--- src/rtl/anabellek_denetleyici_pkg.sv ---
// Shared widths and block geometry for the main-memory block-read controller.
// Block = four words; the low four address bits select the byte within it.
package anabellek_denetleyici_pkg;

  localparam int BUYRUK_ADRES_BIT        = 32;
  localparam int BUYRUK_VERI_BIT         = 32;
  localparam int ANABELLEK_BLOK_KELIME   = 4;
  localparam int ANABELLEK_BLOK_HIZALAMA = 4;
  localparam int BUYRUK_BLOK_BIT         = BUYRUK_VERI_BIT * ANABELLEK_BLOK_KELIME;

  typedef logic [1:0] sayac_t;

  // Byte offset of word 'sayac' inside the aligned block.
  function automatic logic [ANABELLEK_BLOK_HIZALAMA-1:0] kelime_ofseti(input sayac_t sayac);
    return {sayac, 2'b00};
  endfunction

endpackage

--- src/rtl/anabellek_denetleyici_if.sv ---
// Cache-side block-read handshake plus the word-wide memory port.
interface anabellek_denetleyici_if
  import anabellek_denetleyici_pkg::*;
#(
  parameter int ADRES_BIT = BUYRUK_ADRES_BIT,
  parameter int VERI_BIT  = BUYRUK_VERI_BIT,
  parameter int BLOK_BIT  = BUYRUK_BLOK_BIT
) ();

  logic [ADRES_BIT-1:0] okuma_istek_adres_i;
  logic                 okuma_istek_gecerli_i;
  logic [BLOK_BIT-1:0]  okuma_veri_blok_o;
  logic                 okuma_istek_hazir_o;
  logic                 bellek_istek_gecerli_o;
  logic [ADRES_BIT-1:0] bellek_istek_adres_o;
  logic                 bellek_istek_hazir_i;
  logic [VERI_BIT-1:0]  bellek_veri_i;
  logic                 bellek_veri_gecerli_i;

  modport slave (
    input  okuma_istek_adres_i, okuma_istek_gecerli_i,
    output okuma_veri_blok_o, okuma_istek_hazir_o,
    output bellek_istek_gecerli_o, bellek_istek_adres_o,
    input  bellek_istek_hazir_i, bellek_veri_i, bellek_veri_gecerli_i
  );

  modport master (
    output okuma_istek_adres_i, okuma_istek_gecerli_i,
    input  okuma_veri_blok_o, okuma_istek_hazir_o,
    input  bellek_istek_gecerli_o, bellek_istek_adres_o,
    output bellek_istek_hazir_i, bellek_veri_i, bellek_veri_gecerli_i
  );

endinterface

--- src/rtl/anabellek_denetleyici.sv ---
// Fetches the aligned 4-word block around a miss address one word at a time; 11 cycles min per block.
// Memory stalls on accept or data stretch the fetch cycle for cycle; hazir pulses once per block.
module anabellek_denetleyici
  import anabellek_denetleyici_pkg::*;
#(
  parameter int ADRES_BIT = BUYRUK_ADRES_BIT,
  parameter int VERI_BIT  = BUYRUK_VERI_BIT,
  parameter int BLOK_BIT  = BUYRUK_BLOK_BIT
) (
  input logic                    clk_i,
  input logic                    rst_ni,
  anabellek_denetleyici_if.slave bus
);

  localparam logic [2:0] BOSTA        = 3'd0;
  localparam logic [2:0] KELIME_ISTE  = 3'd1;
  localparam logic [2:0] KELIME_BEKLE = 3'd2;
  localparam logic [2:0] HAZIR        = 3'd3;
  localparam logic [2:0] SOGUMA       = 3'd4;

  localparam logic [ADRES_BIT-1:0] HIZA_MASKE =
    ADRES_BIT'((1 << ANABELLEK_BLOK_HIZALAMA) - 1);

  logic [2:0]           durum;
  sayac_t               sayac;
  logic [ADRES_BIT-1:0] taban;
  logic [BLOK_BIT-1:0]  blok;

  always_ff @(posedge clk_i or negedge rst_ni) begin
    if (!rst_ni) begin
      durum <= BOSTA;
      sayac <= '0;
      taban <= '0;
      blok  <= '0;
    end else begin
      case (durum)
        BOSTA: begin
          if (bus.okuma_istek_gecerli_i) begin
            taban <= bus.okuma_istek_adres_i & ~HIZA_MASKE;
            sayac <= '0;
            durum <= KELIME_ISTE;
          end
        end
        KELIME_ISTE: begin
          if (bus.bellek_istek_hazir_i) durum <= KELIME_BEKLE;
        end
        KELIME_BEKLE: begin
          if (bus.bellek_veri_gecerli_i) begin
            blok[sayac*VERI_BIT +: VERI_BIT] <= bus.bellek_veri_i;
            if (sayac == 2'd3) begin
              durum <= HAZIR;
            end else begin
              sayac <= sayac + 2'd1;
              durum <= KELIME_ISTE;
            end
          end
        end
        HAZIR:   durum <= SOGUMA;
        // Requester may still be holding valid from the finished block.
        SOGUMA:  durum <= BOSTA;
        default: durum <= BOSTA;
      endcase
    end
  end

  assign bus.okuma_istek_hazir_o    = (durum == HAZIR);
  assign bus.bellek_istek_gecerli_o = (durum == KELIME_ISTE);
  assign bus.bellek_istek_adres_o   = (durum == KELIME_ISTE)
                                    ? (taban | ADRES_BIT'(kelime_ofseti(sayac)))
                                    : '0;
  assign bus.okuma_veri_blok_o      = blok;

endmodule
--- src/flat_wrapper.sv ---
// flat-port wrapper written by rule: the top's interface ports become plain ports
module anabellek_denetleyici_flat import anabellek_denetleyici_pkg::*;
#(
  parameter int ADRES_BIT = BUYRUK_ADRES_BIT,
  parameter int VERI_BIT  = BUYRUK_VERI_BIT,
  parameter int BLOK_BIT  = BUYRUK_BLOK_BIT
)
  (clk_i, rst_ni, bus_okuma_istek_adres_i, bus_okuma_istek_gecerli_i, bus_okuma_veri_blok_o, bus_okuma_istek_hazir_o, bus_bellek_istek_gecerli_o, bus_bellek_istek_adres_o, bus_bellek_istek_hazir_i, bus_bellek_veri_i, bus_bellek_veri_gecerli_i);
  anabellek_denetleyici_if #(.ADRES_BIT(ADRES_BIT), .VERI_BIT(VERI_BIT), .BLOK_BIT(BLOK_BIT)) bus_i ();
  input logic clk_i;
  input logic rst_ni;
  input wire logic [$bits(bus_i.okuma_istek_adres_i)-1:0] bus_okuma_istek_adres_i;
  input wire logic [$bits(bus_i.okuma_istek_gecerli_i)-1:0] bus_okuma_istek_gecerli_i;
  output wire logic [$bits(bus_i.okuma_veri_blok_o)-1:0] bus_okuma_veri_blok_o;
  output wire logic [$bits(bus_i.okuma_istek_hazir_o)-1:0] bus_okuma_istek_hazir_o;
  output wire logic [$bits(bus_i.bellek_istek_gecerli_o)-1:0] bus_bellek_istek_gecerli_o;
  output wire logic [$bits(bus_i.bellek_istek_adres_o)-1:0] bus_bellek_istek_adres_o;
  input wire logic [$bits(bus_i.bellek_istek_hazir_i)-1:0] bus_bellek_istek_hazir_i;
  input wire logic [$bits(bus_i.bellek_veri_i)-1:0] bus_bellek_veri_i;
  input wire logic [$bits(bus_i.bellek_veri_gecerli_i)-1:0] bus_bellek_veri_gecerli_i;
  assign bus_i.okuma_istek_adres_i = bus_okuma_istek_adres_i;
  assign bus_i.okuma_istek_gecerli_i = bus_okuma_istek_gecerli_i;
  assign bus_okuma_veri_blok_o = bus_i.okuma_veri_blok_o;
  assign bus_okuma_istek_hazir_o = bus_i.okuma_istek_hazir_o;
  assign bus_bellek_istek_gecerli_o = bus_i.bellek_istek_gecerli_o;
  assign bus_bellek_istek_adres_o = bus_i.bellek_istek_adres_o;
  assign bus_i.bellek_istek_hazir_i = bus_bellek_istek_hazir_i;
  assign bus_i.bellek_veri_i = bus_bellek_veri_i;
  assign bus_i.bellek_veri_gecerli_i = bus_bellek_veri_gecerli_i;
  anabellek_denetleyici #(.ADRES_BIT(ADRES_BIT), .VERI_BIT(VERI_BIT), .BLOK_BIT(BLOK_BIT)) u_core (.clk_i(clk_i), .rst_ni(rst_ni), .bus(bus_i));
endmodule
--- config.mk ---
export PLATFORM = sky130hd
export DESIGN_NAME = anabellek_denetleyici_flat
export DESIGN_NICKNAME = d
export VERILOG_FILES = /design/src/rtl/anabellek_denetleyici_pkg.sv /design/src/rtl/anabellek_denetleyici_if.sv /design/src/rtl/anabellek_denetleyici.sv /design/src/flat_wrapper.sv
export SDC_FILE = /design/constraint.sdc
export NUM_CORES = 1
export LEC_CHECK = 0
export ABC_AREA = 0
export CORE_ASPECT_RATIO = 1.1
export CORE_UTILIZATION = 50
export DETAILED_ROUTE_END_ITERATION = 7
export HOLD_SLACK_MARGIN = 0.12
export PLACE_DENSITY_LB_ADDON = 0.08
export SYNTH_ARGS = -nofsm -noshare
export SYNTH_HDL_FRONTEND = slang
export SYNTH_SLANG_ARGS = --single-unit
--- constraint.sdc ---
create_clock -name clk_i -period 5.8 [get_ports clk_i]
set_input_delay 0.87 -clock clk_i [delete_from_list [all_inputs] [get_ports clk_i]]
set_output_delay 0.87 -clock clk_i [all_outputs]
set_load 0.1 [all_outputs]
==> results.sh <==
export IMPL_status="completed"
export IMPL_synth_flop_cell="dfrtp_1"
export IMPL_vias=6219
export IMPL_critPathKind="flop to output pin"
export IMPL_cts_inserted_buffers=17
export IMPL_holdBufCountCts=0
export IMPL_startpoint_type="flop"
export IMPL_gp_congestion=0.798
export IMPL_die_h_um=128
export IMPL_crit_path_top_delay_cell="clkdlybuf4s50_1"
export IMPL_end_kind="output pin"
export IMPL_hold_viol=0
export IMPL_fin_crit_ns=3.68
export IMPL_antenna_found_initial=0
export IMPL_grt_pass1_wl_mm=32.3
export IMPL_yosysUniqueCellTypes=36
export IMPL_path_clk_slew_ns=0.06
export IMPL_vias_per_cell=5.68
export IMPL_rows=45
export IMPL_finalSetupTns_ns=0
export IMPL_routed_wirelength_mm=20.7
export IMPL_finalCritPeriodShare=0.635
export IMPL_min_path_type="flop to flop"
export IMPL_cp_data_arrival_time_ns=2.81
export IMPL_worstPathCellList="nor3b_2, buf_4, and2_1, clkdlybuf4s50_1"
export IMPL_yosysSeqAreaShare=0.556
export IMPL_cts_resized=0
export IMPL_tightest_slew_ns=1.17
export IMPL_synth_edf_count=0
export IMPL_io_buffer_count=224
export IMPL_setup_slack_ns=2.12
export IMPL_core_area_um2=14000
export IMPL_slew_headroom=0.218
export IMPL_syn_cell_area_um2=7250
export IMPL_areaGrowthSynthToFinish_pct=37.6
export IMPL_yosysWarningCount=0
export IMPL_post_cts_buffers=0
export IMPL_crit_fanout=31
export IMPL_clockBufferDepth=2
export IMPL_rsz0062_at_grt="false"
export IMPL_fill_cells=1076
export IMPL_setup_viol=0
export IMPL_drt_iter0_drc=611
export IMPL_die_area_um2=15000
export IMPL_multi_input_area_um2=2330
export IMPL_skew_ns=0.00854
export IMPL_pre_cts_slack_ns=2.42
export IMPL_ioPinCount=231
export IMPL_drtAntennaViolNets=0
export IMPL_post_drt_wl_per_cell_um=18.9
export IMPL_synthArstFlopShare=1.00
export IMPL_tritoncts="built"
export IMPL_initial_utilization=0.519
export IMPL_h_tree_depth=4
export IMPL_cts_sink_count=161
export IMPL_die_w_um=117
export IMPL_layout_nets=971
export IMPL_drc=0
export IMPL_grt_pass1_vias=6120
export IMPL_clockRootBuffer="clkbuf_16"
export IMPL_seqCellArea_um2=4030
export IMPL_synth_seq_cells=161
export IMPL_slew_violations=0
export IMPL_gr_usage_all_layers=0.287
export IMPL_drt_pre_antenna_iters=5
export IMPL_fmaxAchievable_mhz=272
export IMPL_avgSynthCellArea_um2=10.2
export IMPL_hpwl_mm=13.2
export IMPL_clk_latency_ns=0.43
export IMPL_cp_required_ns=4.93
export IMPL_slowest_delay_ns=1.16
export IMPL_cap_violations=0
export IMPL_drive_gt1_frac=0.0739
export IMPL_antennaDiodeCount=0
export IMPL_grt_overflow=0
export IMPL_grt_max_degree=116
export IMPL_synthCells=710
-- layer usage --
layer | share of wire | up-vias | global-route usage
met1 | 0.40 | 3058 | 0.360
li1 | - | 2788 | -
met2 | 0.47 | 325 | 0.445
met3 | 0.097 | 48 | 0.0898
met4 | 0.035 | 0 | 0.153
met5 | 0 | - | 0
-- Yosys cell counts, types with 2 or more instances --
library cell  count  share of area
dfrtp_1         161           0.56
buf_6            12          0.019
mux2_2           18          0.028
nor2_1            2         0.0010
buf_4             8         0.0083
o21ai_0          92          0.064
inv_1           131          0.068
mux2_1           10          0.016
clkbuf_2          2         0.0014
clkbuf_1         13         0.0067
nor4b_4           3         0.0098
nand4_1         129           0.11
and2_4            4         0.0048
nor3b_2           2         0.0035
nor2b_1           3         0.0026
a211oi_1          2         0.0021
ha_1              5         0.0086
buf_2            29          0.020
and3b_1           3         0.0036
and2_1           30          0.026
o21ai_1          36          0.025
-- critical path: cells and delay by family (launching register included) --
| family | cells | cell delay (ns) |
|---|---|---|
| buffers and inverters | 2 | 1.44 |
| DFF | 1 | 0.53 |
| and+or+nand+nor | 2 | 0.40 |
-- cell usage in the layout, fill, tap and decap left out, types with 2 or more instances in the layout --
master,count
clkbuf_1,4
ha_1,4
clkbuf_8,2
and2_4,4
and2_1,30
nand4_1,129
clkinv_2,2
o21ai_0,92
nor3b_2,2
mux2_2,18
and3b_1,3
clkdlybuf4s50_1,223
conb_1,2
clkbuf_16,17
mux2_1,10
inv_1,131
bufinv_16,3
nor2_1,2
a211oi_1,2
buf_4,9
nor4b_4,3
dfrtp_1,161
nor2b_1,3
o21ai_1,36
-- flip-flops by register name (all words and copies together), names as in the netlist --
signal	count
u_core.bus.okuma_veri_blok_o	128
u_core.durum	3
u_core.sayac	2
u_core.taban	28
-- path summary, 6_finish.rpt --
path / start / endpoint / slack, ns / cells after the start
worst min-delay path: u_core.taban[22] / u_core.taban[22] / 0.48 / 1
min in group asynchronous: rst_ni / u_core.bus.okuma_veri_blok_o[17] / 0.60 / 1
worst max register to register: u_core.sayac[0] / u_core.bus.okuma_veri_blok_o[116] / 2.89 / 5
worst max-delay path: u_core.durum[0] / bus_bellek_istek_adres_o[8] / 2.12 / 4
max in group asynchronous: rst_ni / u_core.taban[29] / 3.94 / 2
worst min register to register: u_core.taban[22] / u_core.taban[22] / 0.48 / 1
-- kinds of logic after synthesis --
kind of cell             Yosys count  share of synthesized area
AO/OA/AOI/OAI                    134                     0.0944
adder cells (fa/ha/maj)            5                    0.00863
buffers and inverters            197                      0.126
flip-flops                       161                      0.556
multiplexers                      28                     0.0435
other                              1                   0.000517
AND/OR/NAND/NOR                  184                      0.171
-- cell type report --
class / count / share of cell area
inverters: 131 / 0.0493
clock inverters: 6 / 0.0108
multi-input cells: 353 / 0.234
clock buffers: 23 / 0.0469
repair buffers: 233 / 0.232
well taps: 188 / 0.0236
flip-flops and latches: 161 / 0.404
-- stage by stage --
stage	hold slack (ns)	cells	utilization	instance area, um^2
finish	0.478	1095	0.714	9970
global route	0.496	1095	0.714	9970
CTS	0.484	1095	0.714	9970
detailed placement	0.470	1066	0.673	9400
global placement	0.461	1066	0.673	9400
floorplan	0.449	711	-	7250
Power is left out: the tool's default activity adds up to more than one toggle a clock period on the data nets, which glitch-free logic cannot reach.
